**src/rtl/mult_div_pkg.sv**
```systemverilog
// mult_div_pkg: shared FSM states, op encodings and the sign helper for iter_mult_div
package mult_div_pkg;

    typedef enum logic [1:0] {IDLE, CALC, FIX, DONE} state_t;

    localparam int MAX_W = 128;

    localparam logic [1:0] OP_MULTU = 2'b00;
    localparam logic [1:0] OP_MULT  = 2'b01;
    localparam logic [1:0] OP_DIVU  = 2'b10;
    localparam logic [1:0] OP_DIV   = 2'b11;

    // Width-generic negate/abs: callers zero-extend into MAX_W bits and cast the
    // result back to their own width; the low bits are the two's complement.
    function automatic logic [MAX_W-1:0] neg_if(input logic [MAX_W-1:0] v, input logic n);
        return n ? -v : v;
    endfunction

endpackage

```
**src/rtl/iter_mult_div.sv**
```systemverilog
// iter_mult_div: multicycle MULT/MULTU/DIV/DIVU unit writing Hi/Lo; optional ITER_MULT_DIV_EARLY_TERM_EN
module iter_mult_div
    import mult_div_pkg::*;
#(
    parameter int WIDTH = 32,
    parameter int CNT_W = $clog2(WIDTH + 1)
) (
    input  logic             clk,
    input  logic             reset,
    input  logic             start,
    input  logic             op_div,
    input  logic             op_signed,
    input  logic [WIDTH-1:0] a,
    input  logic [WIDTH-1:0] b,
    output logic             busy,
    output logic             done,
    output logic [WIDTH-1:0] hi,
    output logic [WIDTH-1:0] lo,
    output logic             div_by_zero
);

    state_t             state, nstate;
    logic [CNT_W-1:0]   cnt;
    logic               opd, sa, sb;
    logic [2*WIDTH-1:0] acc, mc;
    logic [WIDTH-1:0]   mq;
    logic [WIDTH-1:0]   ma, mb, quo, rem;
    logic [2*WIDTH-1:0] prod;
    logic [WIDTH:0]     shifted, trial;
    logic               last;

    // operand magnitudes, restoring-divide trial subtract and sign-corrected results
    always_comb begin
        ma      = WIDTH'(neg_if(MAX_W'(a), op_signed & a[WIDTH-1]));
        mb      = WIDTH'(neg_if(MAX_W'(b), op_signed & b[WIDTH-1]));
        shifted = {acc[WIDTH-1:0], mq[WIDTH-1]};
        trial   = shifted - {1'b0, mc[WIDTH-1:0]};
        prod    = (2*WIDTH)'(neg_if(MAX_W'(acc), sa ^ sb));
        quo     = WIDTH'(neg_if(MAX_W'(mq), sa ^ sb));
        rem     = WIDTH'(neg_if(MAX_W'(acc[WIDTH-1:0]), sa));
`ifdef ITER_MULT_DIV_EARLY_TERM_EN
        last    = (cnt == CNT_W'(WIDTH - 1)) || (!opd && (mq >> 1) == '0);
`else
        last    = cnt == CNT_W'(WIDTH - 1);
`endif
    end

    // state register
    always_ff @(posedge clk) begin
        if (reset)
            state <= IDLE;
        else
            state <= nstate;
    end

    // next state and status outputs
    always_comb begin
        nstate = state == IDLE ? (start ? ((op_div && b == '0) ? DONE : CALC) : IDLE) :
                 state == CALC ? (last ? FIX : CALC) :
                 state == FIX  ? DONE : IDLE;
        busy   = state != IDLE;
        done   = state == DONE;
    end

    // operand capture, one shift-add or restoring-divide step per CALC cycle, Hi/Lo write in FIX
    always_ff @(posedge clk) begin
        if (reset) begin
            cnt         <= '0;
            opd         <= 1'b0;
            sa          <= 1'b0;
            sb          <= 1'b0;
            acc         <= '0;
            mc          <= '0;
            mq          <= '0;
            hi          <= '0;
            lo          <= '0;
            div_by_zero <= 1'b0;
        end else begin
            case (state)
                IDLE: if (start) begin
                    opd         <= op_div;
                    sa          <= op_signed & a[WIDTH-1];
                    sb          <= op_signed & b[WIDTH-1];
                    div_by_zero <= op_div && b == '0;
                    cnt         <= '0;
                    acc         <= '0;
                    mc          <= (2*WIDTH)'(op_div ? mb : ma);
                    mq          <= op_div ? ma : mb;
                end
                CALC: begin
                    cnt <= cnt + CNT_W'(1);
                    if (opd) begin
                        acc <= (2*WIDTH)'(trial[WIDTH] ? shifted[WIDTH-1:0] : trial[WIDTH-1:0]);
                        mq  <= {mq[WIDTH-2:0], ~trial[WIDTH]};
                    end else begin
                        acc <= acc + (mq[0] ? mc : '0);
                        mc  <= mc << 1;
                        mq  <= mq >> 1;
                    end
                end
                FIX: begin
                    if (opd) begin
                        lo <= quo;
                        hi <= rem;
                    end else
                        {hi, lo} <= prod;
                end
                default: ;
            endcase
        end
    end

endmodule

```
**config.mk**
```make
export PLATFORM = sky130hd
export DESIGN_NAME = iter_mult_div
export DESIGN_NICKNAME = d
export VERILOG_FILES = /design/src/rtl/mult_div_pkg.sv /design/src/rtl/iter_mult_div.sv
export SDC_FILE = /design/constraint.sdc
export NUM_CORES = 1
export LEC_CHECK = 0
export CAP_MARGIN = 20
export CORE_AREA = 10 10 193 195
export CTS_BUF_LIST = sky130_fd_sc_hd__clkbuf_4 sky130_fd_sc_hd__clkbuf_8 sky130_fd_sc_hd__clkbuf_16
export DETAILED_ROUTE_END_ITERATION = 8
export DIE_AREA = 0 0 203 205
export PLACE_DENSITY_LB_ADDON = 0.08
export SLEW_MARGIN = 20
export SYNTH_ARGS = -nofsm -noshare
export SYNTH_HDL_FRONTEND = slang
export SYNTH_SLANG_ARGS = --single-unit
```
**constraint.sdc**
```tcl
create_clock -name clk -period 4.7 [get_ports clk]
set_clock_uncertainty 0.15 [all_clocks]
set_input_delay 1.175 -clock clk [delete_from_list [all_inputs] [get_ports clk]]
set_output_delay 1.175 -clock clk [all_outputs]
set_load 0.03 [all_outputs]
```
==> qor.yml <==
critical_path:
  end_kind: "flip-flop"
  r2r_slack_ns: 0.31
  crit_required_ns: 5.03
  reg2reg_depth: 15
  crit_type: "reg2reg"
  worstPathMaxFanout: 8
  crit_path_end: "acc[60]"
  worstReg2RegEnd: "acc[60]"
  r2r-start: "acc[0]"
  critPathLaunch: "acc[0]"
  crit_arrival_ns: 4.72
  startpoint_type: "flip-flop"
cells_and_area:
  finish.utilization: 0.681
  fin_nets: 2880
  syn_to_final_growth_pct: 14.7
  layout_common_cells: "nor2_1 (273), nand2_1 (270), dfxtp_1 (235), a21oi_1 (229), a211oi_1 (153)"
  regArea_mm2: 0.00473
  multi_input_area_mm2: 0.0140
  final_common_cell: "nor2_1"
  final_layout_size_suffix_gt1_frac: 0.0608
  n_fill_cell: 2957
synthesis:
  ys.flop_type: "dfxtp_1"
  synth-edff-count: 0
  synth-xor-area-share: 0.112
  async_flop_share: 0
  ys_ff_latch: 236
  synth_compound_area_frac: 0.304
  syn_inst: 2675
  syn_area_per_cell_um2: 7.38
  synthSimpleGateAreaFrac: 0.198
  synth.distinct_cells: 81
  synth_mux_area_frac: 0.0271
  syn_nets: 2846
  yosysWarningCount: 0
  synth_top_family_by_area: "compound AO/OA/AOI/OAI gates"
  syn_area_mm2: 0.0197
  synthAdderAreaFrac: 0.0654
  synth-seq-area-share: 0.239
timing:
  finalCritPeriodShare: 0.935
  setup-violations-final: 0
  hold_viol_final: 0
  max_slew_margin: 0.300
  worstMarginPinSlew_ns: 1.05
  fin_setup_tns_ns: 0
  fmax_mhz: 228
  min_period_ns: 4.39
  slew_violations: 0
  rsz0062_at_grt: "false"
  worst_slack_ns: 0.307
  whs_ns: 0.304
floorplan:
  row_count: 67
  die-area_mm2: 0.0416
  core_mm2: 0.0333
  start_util: 0.593
  ios: 136
  die_h_um: 205
  die_w_um: 203
run:
  cap_violations: 0
drt:
  initialDrtViolationCount: 2322
  dr.pass1.iters: 6
  drc: 0
  drt-vias-per-instance: 6.53
  wl_um: 71100
  vias: 20800
  antenna_left: 0
  wire_per_inst_um: 22.4
pwr:
  p_switching_uw: 2090
  p_int_uw: 4250
  pwr_density_cell_mw_per_mm2: 280
  pwr-share-clk: 0.402
  leakagePower_uw: 0.00884
  p_seq_frac: 0.345
  ir_worst_vdd_mv: 0.307
  swShare: 0.330
  combPwrFrac: 0.253
clock_network:
  cts.sinks: 236
  cts_tree: "yes"
  cts-htree-levels: 1
  clkLatencyLatePin_ns: 0.60
  cts_made_buffers: 28
  clkTransAtPathRegs_ns: 0.06
  clockRootBuffer: "clkbuf_16"
  holdBufCountCts: 0
  clk_path_buf_depth: 3
  cts_resized: 0
  post_cts_buffers: 0
status:
  status: "completed"
global_routing:
  grt_pass1_vias: 19200
  grt_first_pass_wirelength_um: 109000
  antenna_found_initial: 1
  grt_start_max_net_pins: 96
  grt_usage: 0.326
  gr-total-overflow: 0
hold_path:
  hold_class: "reg2reg"
placement:
  portBuffers: 135
  place.gp.congestion: 0.966
  post-dp-hpwl_um: 52700
  preCtsSetupSlack_ns: 0.118
## registers in the layout, summed over array words and instances (netlist names)
name	cells
sb	1
opd	1
mq	32
sa	1
mc	64
hi	32
acc	64
state	2
cnt	6
div_by_zero	1
lo	32
## cells in the mapped netlist (all sizes together) (3+ instances only)
cell / instances / area share
o21a: 14 / 0.0053
o31a: 7 / 0.0031
a21boi: 3 / 0.0011
a311oi: 16 / 0.0071
xor2: 109 / 0.048
dfxtp: 236 / 0.24
or4: 14 / 0.0053
a31oi: 24 / 0.0079
a41oi: 5 / 0.0022
and2: 46 / 0.015
o211ai: 72 / 0.027
nor3: 47 / 0.012
a221oi: 9 / 0.0043
a211oi: 153 / 0.058
and4: 3 / 0.0013
clkbuf: 188 / 0.036
and3: 25 / 0.0079
a22o: 12 / 0.0053
a22oi: 49 / 0.019
o21ai: 151 / 0.038
o221a: 5 / 0.0029
a211o: 6 / 0.0027
mux2i: 50 / 0.025
nand3b: 4 / 0.0015
ha: 100 / 0.063
a21oi: 230 / 0.058
inv: 73 / 0.014
nor2: 277 / 0.053
or3: 24 / 0.0081
nor2b: 31 / 0.0098
o22ai: 4 / 0.0013
xnor2: 143 / 0.063
nand2: 271 / 0.052
nand3: 40 / 0.011
nand4: 20 / 0.0063
buf: 18 / 0.0047
a221o: 6 / 0.0030
o31ai: 35 / 0.014
a21o: 64 / 0.024
o41ai: 13 / 0.0061
nor4: 14 / 0.0044
nor3b: 7 / 0.0027
nand2b: 12 / 0.0038
o21bai: 13 / 0.0049
or2: 6 / 0.0019
## cell families (layout without fill, tap and decap cells)
logic type | Yosys count | count (layout)
other | 0 | 2
multiplexers | 52 | 52
flip-flops | 236 | 236
adder cells (fa/ha/maj) | 102 | 102
AO/OA/AOI/OAI | 907 | 907
AND/OR/NAND/NOR | 846 | 846
buffers and inverters | 280 | 335
XOR/XNOR | 252 | 252
## power groups by stage
| stage | registers (uW) | logic, uW | clock network (uW) |
|---|---|---|---|
| floorplan | 2160 | 1130 | 0 |
| global placement | 2220 | 1530 | 0 |
| detailed placement | 2220 | 1550 | 0 |
| CTS | 2180 | 1570 | 2560 |
| global route | 2200 | 1730 | 2640 |
| finish | 2190 | 1600 | 2550 |
## critical path: stages (launching register included)
cell	delay [ns]
dfxtp_1	0.52
ha_1	0.28
inv_1	0.07
fa_1	0.41
nor2b_1	0.19
o2111a_1	0.25
o21ai_1	0.14
o31a_1	0.36
a2111oi_1	0.48
buf_4	0.21
o211a_1	0.17
nor4_1	0.10
o31a_1	0.36
o41ai_1	0.37
xnor2_1	0.17
o21ai_1	0.06
## layout make-up
class | count | share of cell area
clock inverters | 15 | 0.0125
diodes | 2 | 0.000221
repair buffers | 210 | 0.0877
multi-input cells | 2159 | 0.619
clock buffers | 36 | 0.0352
inverters | 74 | 0.0123
well taps | 448 | 0.0247
flip-flops and latches | 236 | 0.209
## per-layer routing
| layer | share of wire | track usage |
|---|---|---|
| met1 | 0.41 | 0.421 |
| met2 | 0.44 | 0.506 |
| met3 | 0.10 | 0.0790 |
| met4 | 0.049 | 0.149 |
| met5 | 0 | 0 |
## worst min-delay path by stage
stage	startpoint	endpoint	cells after the start
4_1_cts	lo[0]	lo[0]	2
5_1_grt	lo[0]	lo[0]	2
3_3_place_gp	hi[22]	hi[22]	2
2_1_floorplan	acc[49]	acc[49]	2
6_report	lo[0]	lo[0]	2
3_5_place_dp	hi[8]	hi[8]	2
## metrics by stage
stage | cell area, um^2 | std cells | power (uW)
floorplan | 19700 | 2675 | 3290
detailed placement | 21600 | 3127 | 3770
global route | 22600 | 3178 | 6560
global placement | 21600 | 3127 | 3750
CTS | 22600 | 3178 | 6310
finish | 22700 | 3180 | 6340
(Power assumes the default switching activity.)
